[config.mk]
export PLATFORM = sky130hd
export DESIGN_NAME = ram_fifo_ctrl
export DESIGN_NICKNAME = d
export VERILOG_FILES = /design/src/rtl/ram_fifo_ctrl.sv
export SDC_FILE = /design/constraint.sdc
export NUM_CORES = 1
export LEC_CHECK = 0
export CORE_MARGIN = 1.5
export CORE_UTILIZATION = 40
export DETAILED_ROUTE_END_ITERATION = 6
export HOLD_SLACK_MARGIN = 0.06
export PLACE_DENSITY = 0.71
export SLEW_MARGIN = 5
export SYNTH_ARGS = -nofsm -noshare
export SYNTH_HDL_FRONTEND = slang
export SYNTH_SLANG_ARGS = --single-unit
[constraint.sdc]
create_clock -name clk -period 1.8 [get_ports clk]
set_clock_uncertainty 0.05 [all_clocks]
set_input_delay 0.18 -clock clk [delete_from_list [all_inputs] [get_ports clk]]
set_output_delay 0.18 -clock clk [all_outputs]
set_load 0.1 [all_outputs]
[src/rtl/ram_fifo_ctrl.sv]
// 4-entry, 1-bit FIFO controller driving an external 4x1 RAM.
// Define RAM_FIFO_ERR_EN to enable the sticky protocol-error flag on err.
module ram_fifo_ctrl (
    input  logic       clk,
    input  logic       rst,
    input  logic       push,
    input  logic       push_data,
    input  logic       pop,
    output logic       push_ack,
    output logic       pop_valid,
    output logic       pop_data,
    output logic       full,
    output logic       empty,
    output logic [2:0] count,
    output logic [1:0] a,
    output logic       wr,
    output logic       Din,
    output logic       Rd,
    input  logic       Dout,
    output logic       err
);

    typedef enum logic [1:0] {IDLE, WR, RD, RDONE} state_t;

    state_t     state_q, state_d;
    logic [1:0] wptr_q, wptr_d;
    logic [1:0] rptr_q, rptr_d;
    logic [1:0] a_q, a_d;
    logic [2:0] count_q, count_d;
    logic       last_q, last_d;
    logic       pop_data_q, pop_data_d;
    logic       full_w, empty_w;
    logic       push_elig, pop_elig, do_wr, do_rd;

    always_ff @(posedge clk) begin
        if (rst) begin
            state_q    <= IDLE;
            wptr_q     <= '0;
            rptr_q     <= '0;
            a_q        <= '0;
            count_q    <= '0;
            last_q     <= 1'b0;
            pop_data_q <= 1'b0;
        end else begin
            state_q    <= state_d;
            wptr_q     <= wptr_d;
            rptr_q     <= rptr_d;
            a_q        <= a_d;
            count_q    <= count_d;
            last_q     <= last_d;
            pop_data_q <= pop_data_d;
        end
    end

    // When both requests are eligible, the op opposite to the last serviced one wins.
    always_comb begin
        full_w    = (count_q == 3'd4);
        empty_w   = (count_q == 3'd0);
        push_elig = push & ~full_w;
        pop_elig  = pop & ~empty_w;
        do_wr     = push_elig & (~pop_elig | last_q);
        do_rd     = pop_elig & (~push_elig | ~last_q);
    end

    always_comb begin
        state_d    = state_q;
        wptr_d     = wptr_q;
        rptr_d     = rptr_q;
        a_d        = a_q;
        count_d    = count_q;
        last_d     = last_q;
        pop_data_d = pop_data_q;
        push_ack   = 1'b0;
        pop_valid  = 1'b0;
        wr         = 1'b0;
        Din        = 1'b0;
        Rd         = 1'b0;
        case (state_q)
            IDLE: begin
                if (do_wr) begin
                    state_d = WR;
                    a_d     = wptr_q;
                end else if (do_rd) begin
                    state_d = RD;
                    a_d     = rptr_q;
                end
            end
            WR: begin
                wr       = 1'b1;
                Din      = push_data;
                push_ack = 1'b1;
                wptr_d   = wptr_q + 2'd1;
                count_d  = count_q + 3'd1;
                last_d   = 1'b0;
                state_d  = IDLE;
            end
            RD: begin
                Rd         = 1'b1;
                pop_data_d = Dout;
                rptr_d     = rptr_q + 2'd1;
                count_d    = count_q - 3'd1;
                last_d     = 1'b1;
                state_d    = RDONE;
            end
            RDONE: begin
                pop_valid = 1'b1;
                state_d   = IDLE;
            end
            default: state_d = IDLE;
        endcase
    end

    assign a        = a_q;
    assign count    = count_q;
    assign full     = full_w;
    assign empty    = empty_w;
    assign pop_data = pop_data_q;

`ifdef RAM_FIFO_ERR_EN
    logic err_q;

    always_ff @(posedge clk) begin
        if (rst) begin
            err_q <= 1'b0;
        end else if (state_q == IDLE &&
                     ((push & full_w & ~pop) | (pop & empty_w & ~push))) begin
            err_q <= 1'b1;
        end
    end

    assign err = err_q;
`else
    assign err = 1'b0;
`endif

endmodule

Yosys cells after proc, flatten, opt, wreduce, memory -nomap -nowiden --
Cells that the tools add are included.
Word-level totals: output and inout port bits 14, word-level logic and storage cells 44, bits of input ports 6, flip-flop bits (word level) 13
Cells by class: multiplexer cells 11, add/subtract/negate cells 4, reduce and logical (&&, ||, !) cells 6, eq/ne operators 5, bitwise gates (word level) 11
Operators with widths (count):
- 2-to-1 mux 2 bit | 4
- one-hot mux 2 bit (3 select lines) | 1
- one-hot mux 3 bit (2 select lines) | 1
- NOT 1 bit | 5
- adder 2 x 1 -> 2 bit (second input constant) | 2
- bitwise AND 1 bit | 4
- equality test 2 bit (second input constant) | 2
- 2-to-1 mux 1 bit | 4
- nonzero test 2 bit | 2
- adder 3 x 1 -> 3 bit (second input constant) | 1
- equality test 3 bit (second input constant) | 1
- logical NOT 3 bit | 1
- inequality test 3 bit (second input constant) | 1
- subtractor 3 x 1 -> 3 bit (second input constant) | 1
- equality test 2 x 1 -> 1 bit (second input constant) | 1
- logical NOT 2 bit | 1
- bitwise OR 1 bit | 2
- one-hot mux 1 bit (2 select lines) | 1
- AND reduction 2 bit | 1
- OR reduction 2 bit | 1

Logic depth before layout (Yosys ltp) --
depth after elaboration 9, mapped depth 9, depth with buffers taken out 8

Worst setup path before layout --
OpenSTA, ideal clock, no wires.
path type register to output, start register count_q[0] (netlist: count[0]), end output empty, slack -1325 ps, arrival time 2895 ps, required time 1570 ps, buffers on the path 0, cell stages (with the launch flop) 2, path through dfxtp_1 -> nor3_1
On the way: longest elaborated chain between the ends 1
RTL lines:
- from (decl) | RTL line 29 | logic [2:0] count_q, count_d;
- from (signal assigned) | RTL line 49 | count_q <= count_d;
- logical NOT 3 bit | RTL line 58 | empty_w = (count_q == 3'd0);
- to (decl) | RTL line 13 | output logic empty,
No other way between the ends.

Final worst setup path --
start register count_q[2] (netlist: count[2]), end output full
On the way: longest elaborated chain between the ends 1
RTL lines:
- equality test 3 bit | RTL line 57 | full_w = (count_q == 3'd4);
- to (decl) | RTL line 12 | output logic full,
No other way between the ends.

==> results.py <==
metrics = {
    "run_status": {
        "status": "complete, no violations",
    },
    "setup_path": {
        "ff2ff_setup_slack_ns": 0.25,
        "critPathCaptureType": "output pin",
        "startpoint_type": "flop",
        "crit_required_ns": 1.57,
        "r2r_end": "a[0]",
        "cp.arrival_ns": 1.42,
        "cp-endpoint": "full",
        "reg2reg_depth": 4,
        "path_max_fanout": 5,
        "rr_startpoint": "count[2]",
        "cp-startpoint": "count[2]",
        "crit_type": "reg2out",
    },
    "grt": {
        "grt_pass1_wl_um": 2440,
        "antenna_found_initial": 0,
        "use_met3_pct": 3.75,
        "grt_max_degree": 8,
        "grt_util_met1_pct": 21.4,
        "grt_pass1_vias": 555,
        "grt_use_total_pct": 17.4,
        "use_met2_pct": 28.2,
        "overflow": 0,
        "top_usage_layer": "met2",
    },
    "sta": {
        "min_period_ns": 1.65,
        "finalSetupTns_ns": 0,
        "hold_viol": 0,
        "period_share_pct": 91.6,
        "fmax_mhz": 606,
        "maxSlewViolCount": 0,
        "hold_ws_ns": 0.476,
        "grt_setup_unrepaired": "false",
        "setup_viol": 0,
    },
    "synthesis": {
        "syn_inst": 74,
        "synth_cell_type_count": 22,
        "synthTopCellsByArea": "dfxtp_1, ha_1, mux2i_1",
        "ys_seq_area_share_pct": 39.1,
        "async_reset_ff_share_pct": 0,
        "syn_avg_cell_area_um2": 9.00,
        "synth_edf_count": 0,
        "ys.flop_type": "dfxtp_1",
        "synth_largest_area_cell": "dfxtp_1",
        "yosys_warnings": 0,
        "yosysTopAreaCellShare_pct": 39.1,
        "synth.most_common_cell": "dfxtp_1",
        "mappedNetlistNets": 85,
        "ys_ff_latch": 13,
        "syn_area_um2": 666,
        "synthTopCellsByCount": "dfxtp_1, nor2_1, inv_1",
    },
    "floorplanning": {
        "fp.dieH_um": 43.8,
        "core_um2": 1520,
        "die_area_um2": 1920,
        "num_io_pins": 20,
        "num_rows": 14,
        "die_w_um": 43.8,
        "initial_utilization_pct": 43.7,
    },
    "placement": {
        "gp_congestion": 0.747,
        "io_buffers": 18,
        "dp_hpwl_um": 1110,
    },
    "drt": {
        "num_vias": 545,
        "drt-total-wl_um": 1400,
        "drt-vias-per-instance": 4.95,
        "drc": 0,
        "drt_iter0_drc": 9,
        "drtAntennaViolNets": 0,
        "wl_per_cell_um": 12.7,
        "firstDrtPassIters": 4,
    },
    "clocking": {
        "postCtsHoldBufs": 0,
        "cts_tree": "done",
        "cts-resized-gates": 0,
        "postCtsSetupBuffers": 0,
        "cts_inserted_buffers": 3,
        "clk_path_buf_depth": 2,
        "cts.htree.levels": 1,
        "cts.sinks": 13,
        "insertion_delay_ns": 0.27,
        "clk_pin_slew_ns": 0.08,
        "cts_root_buf": "clkbuf_4",
    },
    "finish": {
        "final_nets": 106,
        "insertedDiodeCount": 0,
        "drive_gt1_share_pct": 34.0,
        "syn_to_final_growth_pct": 50.8,
        "nFillCells": 120,
    },
    "min_path": {
        "hold_class": "in2reg",
    },
    "job": {
        "drv_cap": 0,
    },
}
-- per-stage QoR --
stage	instances	cell area [um2]	util (%)	setup slack (ns)
2_1_floorplan	74	714	-	-0.0613
5_1_grt	110	1000	65.8	0.0764
4_1_cts	110	1000	65.8	0.144
3_3_place_gp	106	977	64.1	0.154
3_5_place_dp	106	977	64.1	0.0723
6_report	110	1000	65.8	0.150
-- critical path, cell delays in order, from the launching register on --
cell        delay, ns
dfxtp_2          0.43
or3b_1           0.44
clkinvlp_4       0.11
buf_12           0.16
-- sequential cells by signal, summed over array words and instances (netlist names) --
register  flops
rptr_q        2
wptr_q        2
count         3
pop_data      1
last_q        1
a             2
state_q       2
-- cell usage in the layout, fill, tap and decap left out, types with 4 or more instances in the layout --
cell / n
nand2_1: 5
mux2i_1: 5
inv_1: 5
xnor2_1: 4
buf_12: 9
buf_4: 6
dfxtp_2: 4
clkdlybuf4s50_1: 5
dfxtp_1: 9
nor2_1: 11
-- layout make-up --
class | instances | area, um2 | area share [%]
Multi-Input combinational cell | 49 | 383 | 38.2
Clock buffer | 4 | 26.3 | 2.62
Timing Repair Buffer | 20 | 275 | 27.4
Sequential cell | 13 | 265 | 26.4
Inverter | 8 | 33.8 | 3.37
Tap cell | 16 | 20.0 | 2.00
-- cells by family (layout without fill, tap and decap cells) --
family | count (synthesis) | after routing | share of synthesized area, %
AOI/OAI and AO/OA | 11 | 11 | 12.4
and+or+nand+nor | 20 | 20 | 12.8
muxes | 5 | 5 | 7.52
xor gates and xnor gates | 7 | 7 | 9.21
other | 1 | 1 | 0.563
adders and majority gates | 5 | 5 | 10.5
DFF | 13 | 13 | 39.1
buffers and inverters | 12 | 32 | 7.89
-- routing by layer --
| layer | vias up | part of all wire (%) |
|---|---|---|
| met5 | - | 0 |
| met2 | 12 | 51 |
| met3 | 2 | 3.4 |
| met4 | 0 | 1.3 |
| met1 | 252 | 44 |
| li1 | 279 | - |
-- worst min path at each step --
stage                   from  endpoint  cells past startpoint
floorplan               Dout  pop_data                      2
global placement    pop_data  pop_data                      2
detailed placement    last_q    last_q                      2
CTS                     Dout  pop_data                      3
global route            Dout  pop_data                      3
finish                  Dout  pop_data                      3
Power is left out: the tool's default activity adds up to more than one toggle a clock period on the data nets, which glitch-free logic cannot reach.
